**src/rtl/pipe_ctrl.sv**
```systemverilog
// Pipeline control: stall vector, exception/ERTN flush with redirect, and
// a pending-branch register that holds a redirect while the PC is stalled.
module pipe_ctrl (
   input  logic        clk,
   input  logic        rst,
   input  logic        pause_req_if,
   input  logic        pause_req_id,
   input  logic        pause_req_ex,
   input  logic        pause_req_mem,
   input  logic        is_branch_i,
   input  logic [31:0] branch_target_addr_i,
   input  logic        exception_i,
   input  logic        ertn_i,
   input  logic [31:0] eentry_i,
   input  logic [31:0] era_i,
   output logic [5:0]  pause_o,
   output logic        exception_flush_o,
   output logic [31:0] exception_handle_pc_o,
   output logic        is_branch_o,
   output logic [31:0] branch_target_addr_o
);

   localparam int unsigned AW = 32;
   localparam int unsigned PW = 6;

   typedef enum logic {
      RUN        = 1'b0,
      FLUSH_WAIT = 1'b1
   } state_t;

   state_t        state;
   logic          pend_valid;
   logic [AW-1:0] pend_addr;

   logic          in_run;
   logic          flush;
   logic          branch_in;
   logic [PW-1:0] req_vec;

   // Stall vector from the highest requesting stage
   always_comb begin
      req_vec = '0;
      if (pause_req_mem)     req_vec = 6'b011111;
      else if (pause_req_ex) req_vec = 6'b001111;
      else if (pause_req_id) req_vec = 6'b000111;
      else if (pause_req_if) req_vec = 6'b000011;
   end

   // Flush, redirect and stall outputs; a flush or the wait cycle drops stalls
   always_comb begin
      in_run                = (state == RUN);
      flush                 = in_run && (exception_i || ertn_i);
      branch_in             = in_run && is_branch_i;
      pause_o               = '0;
      exception_flush_o     = flush;
      exception_handle_pc_o = '0;
      is_branch_o           = 1'b0;
      branch_target_addr_o  = pend_valid ? pend_addr : branch_target_addr_i;
      if (flush) begin
         exception_handle_pc_o = exception_i ? eentry_i : era_i;
      end else if (in_run) begin
         pause_o     = req_vec;
         is_branch_o = branch_in || pend_valid;
      end
   end

   // FSM state and pending-branch register
   always_ff @(posedge clk) begin
      if (rst) begin
         state      <= RUN;
         pend_valid <= 1'b0;
         pend_addr  <= '0;
      end else begin
         case (state)
            RUN:        state <= flush ? FLUSH_WAIT : RUN;
            FLUSH_WAIT: state <= RUN;
            default:    state <= RUN;
         endcase
         if (flush) begin
            pend_valid <= 1'b0;
         end else if (pend_valid) begin
            // PC consumes the held redirect on its first unstalled cycle
            if (!pause_o[0]) pend_valid <= 1'b0;
         end else if (branch_in && pause_o[0]) begin
            pend_valid <= 1'b1;
            pend_addr  <= branch_target_addr_i;
         end
      end
   end

endmodule

```
**config.mk**
```make
export PLATFORM = sky130hd
export DESIGN_NAME = pipe_ctrl
export DESIGN_NICKNAME = d
export VERILOG_FILES = /design/src/rtl/pipe_ctrl.sv
export SDC_FILE = /design/constraint.sdc
export NUM_CORES = 1
export LEC_CHECK = 0
export CAP_MARGIN = 20
export CORE_UTILIZATION = 38
export DETAILED_ROUTE_END_ITERATION = 8
export GPL_TIMING_DRIVEN = 0
export PLACE_DENSITY = 0.95
export SLEW_MARGIN = 20
export SYNTH_ARGS = -nofsm -noshare
export SYNTH_HDL_FRONTEND = slang
export SYNTH_SLANG_ARGS = --single-unit
export TNS_END_PERCENT = 5
```
**constraint.sdc**
```tcl
create_clock -name clk -period 5.2 [get_ports clk]
set_input_delay 1.04 -clock clk [delete_from_list [all_inputs] [get_ports clk]]
set_output_delay 1.04 -clock clk [all_outputs]
set_load 0.02 [all_outputs]
```
==> Word-level counts from Yosys, hierarchy flattened <==
Index checks and enable logic that the tools add are counted.
{ "classes": {"muxes": 16, "bitwise_logic": 3, "n_reduce_logical": 7} }
{ "op_table": {"columns": ["operator", "count"], "rows": [
  ["2-to-1 mux 32 bit", 3],
  ["2-to-1 mux 6 bit", 2],
  ["2-to-1 mux 1 bit", 6],
  ["2-to-1 mux 5 bit", 1],
  ["2-to-1 mux 4 bit", 1],
  ["logical AND 1 bit", 3],
  ["2-to-1 mux 3 bit", 1],
  ["inverter 1 bit", 3],
  ["AND reduction 3 bit", 1],
  ["logical OR 1 bit", 2],
  ["2-to-1 mux 2 bit", 1],
  ["one-hot mux 1 bit (2 select lines)", 1],
  ["OR reduction 2 bit", 1]
]} }
{ "totals": {"reg_bits": 34, "in_bits": 105, "out_inout_bits": 72, "word_cells": 29} }

==> Depth between registers and ports, before layout <==
{ "logic_depth": {"word_depth": 9, "depth_mapped": 6, "ltp_nobuf": 3} }

==> Worst setup path before layout <==
OpenSTA, ideal clock, no wires.
{ "synth_path": {"path_kind": "input to output", "from": "in exception_i", "to": "out pause_o[1]", "arrival_ns": 2.196, "t_required_ns": 4.160, "path_slack_ns": 1.964, "path_stages": 5, "n_path_buf": 3, "path_cell_list": "buf_6 > or3_1 > buf_2 > nor2_1 > buf_4"} }
{ "synth_via": {"elab_chain_cells": 3} }
{ "synth_rtl": {"columns": ["item", "line_no", "rtl"], "rows": [
  ["from (decl)", "12", "input logic exception_i,"],
  ["logical OR 1 bit", "52", "flush = in_run && (exception_i || ertn_i);"],
  ["logical AND 1 bit", "52", null],
  ["2-to-1 mux 6 bit", "59", "if (flush) begin"],
  ["to (decl)", "16", "output logic [5:0] pause_o,"]
]} }
No other way between the ends.

==> Worst setup path in the final report <==
{ "layout_path": {"from": "in pause_req_mem", "to": "out pause_o[1]"} }
{ "layout_via": {"elab_chain_cells": 3} }
{ "layout_rtl": {"columns": ["item", "line_no", "rtl"], "rows": [
  ["from (decl)", "9", "input logic pause_req_mem,"],
  ["2-to-1 mux 5 bit", "43", "if (pause_req_mem) req_vec = 6'b011111;"],
  ["2-to-1 mux 6 bit", "61", "end else if (in_run) begin"],
  ["2-to-1 mux 6 bit", "59", null]
]} }
No other way between the ends.

==> key figures <==
Outcome
  – Outcome: finished, final reports clean

Finish
  – NumNets Final: ~550
  – Area delta synth->final: 78.8%
  – Leading cell types in the layout, fill and taps excluded: clkdlybuf4s50_1 (173), nand2b_1 (65), mux2i_1 (64)
  – Layout cell share with drive strength beyond 1: under 10%
  – N_diodes: 0
  – Design area: between 0.004 and 0.005 mm2
  – Filler cell count: between 400 and 500
  – Commonest non-fill, non-tap cell in the layout: clkdlybuf4s50_1

Detailed routing
  – Drt initial violations: between 40 and 50
  – Vias per cell: between 4 and 5
  – Routed Antenna Nets: 0
  – DR WL/cell: 14.6 um
  – Total iterations of the first detailed-routing run: 4
  – Via Count: about 2500
  – DRT Wirelength: between 7 and 8 mm
  – Drt drc: 0

Clock network
  – Post-cts resize count: 0
  – Longest Clk Path Bufs: 2
  – Post-CTS setup buffers: 0
  – Num Clock Sinks: 34
  – H-tree lvl count: 2
  – CTS root buf: clkbuf_8
  – CTS Buf Count: 5
  – Clk Latency, worst-skew pair: 280 ps
  – Clock transition at path regs: 60 ps
  – Post-CTS Hold Fix Bufs: 0
  – Clock tree from TritonCTS: done

Setup path
  – CP max FO: 4
  – Crit path kind: in -> out
  – CP Data Arrival Time: slightly above 3000 ps
  – Worst r2r src: state$_SDFF_PP0_
  – Critical Path Source Type: primary input
  – Worst path max stage delay: slightly above 700 ps
  – CP max stage cell: nor4_1
  – Crit path from: pause_req_mem
  – CP Capture Type: output port
  – WP data required: between 4000 and 5000 ps
  – Crit-path cells: clkdlybuf4s50_1, nor4_1, nor2_1, buf_4, clkdlybuf4s50_1
  – Crit-path most repeated cell: clkdlybuf4s50_1

Global routing
  – GRT Util Overall: 22.3%
  – Antenna violations before repair: 0
  – GRT overflow: 0
  – GR peak layer: met2
  – First-pass GRT wire length: around 11 mm
  – Met1 Usage GRT: 23.7%
  – Vias in the first global route: about 2500
  – Met2 Resource Use GR: ~42%
  – GR Layer Usage met3: under 10%
  – Largest net degree at the start of global routing: 11

Placed design
  – Port Buffers: around 170
  – Dpl ws: ~1100 ps
  – Placed inst area: roughly 0.0043 mm2
  – Detailed Place HPWL: 6.41 mm
  – Gpl congestion: 0.735

Pwr
  – Sw Ratio: between 20 and 30%
  – Sequential Power Share: about a third
  – Maximum vdd drop: around 130 uV
  – Power per cell area: approximately 180 mW/mm2
  – Leakage power total: 0.00166 uW
  – P_int: 559 uW
  – Switch Pwr: about 240 uW
  – Comb pwr share: around two fifths
  – Clock share of power: about a quarter

Hold path
  – HP Start: pend_addr[0]$_SDFFE_PP0P_
  – HP Class: reg -> reg

Die
  – Area of the die: between 0.006 and 0.007 mm2
  – Io pins: 177
  – Initial Util: 40.1%
  – Vert. Die Dim: roughly 82 um
  – Area of the core: approximately 0.0061 mm2
  – Row cnt: 28
  – Die X: between 80 and 90 um

Timing
  – TNS Setup: 0 ps
  – Crit path time final: between 4000 and 5000 ps
  – PnR worst setup slack: 1080 ps
  – Rel. slew slack: roughly half
  – RSZ-0062 raised after global routing: false
  – Worst-Margin Slew: ~770 ps
  – Max-slew violations: 0
  – Endpoints failing hold: 0
  – Setup Skew: between 5 and 6 ps
  – Final setup viols: 0
  – Final Cycle Share: 79.3%
  – Max Clock Freq: about 0.24 GHz

Synth
  – Post-Syn Instances: about 270
  – Synth warnings: 0
  – Mapped Area: 0.00243 mm2
  – Distinct cells, synth: 18
  – Top cell type's share of synthesized area: ~28%
  – Register bit total from synthesis: 34
  – Post-synth top area cell: dfxtp_1
  – Seq/Total Area, Yosys: 28.0%
  – Net Count, Synth: about 370
  – Post-synthesis area per instance: 9.07 um2
  – Largest cells by area after synthesis: dfxtp_1 (28%), mux2i_1 (26%), nand2b_1 (17%)

Job
  – Max-Cap Viols: 0
## per-layer routing
metal	share of wire, %	up-vias
met4	1.2	0
met5	0	-
met1	37	1156
li1	-	1255
met2	54	102
met3	7.6	7
## flip-flops by register name, indices dropped and copies added (netlist names)
signal	cells
state	1
pend_valid	1
pend_addr	32
## power by group through the flow
stage	logic [uW]	clock network (uW)	registers, uW
global placement	320	0	276
finish	325	199	271
CTS	327	205	271
floorplan	146	0	276
global route	345	217	272
detailed placement	326	0	277
## area by class of cell
class                   instances  area [um2]  area share, %
clock inverters                 1        5.00          0.115
multi-input cells             208        1610           37.1
repair buffers                173        1730           39.8
inverters                       2        7.51          0.173
clock buffers                   7        86.3           1.99
flip-flops and latches         34         681           15.7
plain buffers                  24         129           2.96
well taps                      75        93.8           2.16
## cells in the mapped netlist
cell type / count
nor4_4: 1
mux2_2: 14
conb_1: 1
clkbuf_1: 17
nor3_1: 1
o21bai_1: 1
nand2b_1: 65
nor4_1: 2
buf_4: 2
mux2_1: 18
dfxtp_1: 34
inv_1: 1
nor2_1: 40
buf_6: 4
buf_2: 1
mux2i_1: 64
inv_2: 1
or3_1: 1
## cells by family after synthesis
group | after synthesis | synth area share [%]
other | 1 | 0.154
buffers and inverters | 26 | 5.61
flip-flops | 34 | 28.0
AO/OA/AOI/OAI | 1 | 0.309
multiplexers | 96 | 41.2
AND/OR/NAND/NOR | 110 | 24.8
## worst max-delay path: cells and delay by family
family                 cells  cell delay [ps]
buffers and inverters      3             1180
and+or+nand+nor            2              860
## worst paths after layout
kind	end	slack (ps)	depth (start not counted)
hold reg to reg	pend_addr[0]$_SDFFE_PP0P_	470	2
setup / recovery	pause_o[1]	1080	5
hold / removal	pend_addr[0]$_SDFFE_PP0P_	470	2
setup reg to reg	pend_addr[22]$_SDFFE_PP0P_	3400	5
## per-stage QoR
step | power [uW] | util, % | hold WS, ps | std cells
2_1_floorplan | 421 | - | 445 | 268
3_3_place_gp | 597 | 70.2 | 455 | 516
3_5_place_dp | 603 | 70.2 | 464 | 516
4_1_cts | 803 | 71.7 | 476 | 524
5_1_grt | 834 | 71.7 | 497 | 524
6_report | 795 | 71.7 | 475 | 524
Note: power is estimated with default switching activity, not from simulation.
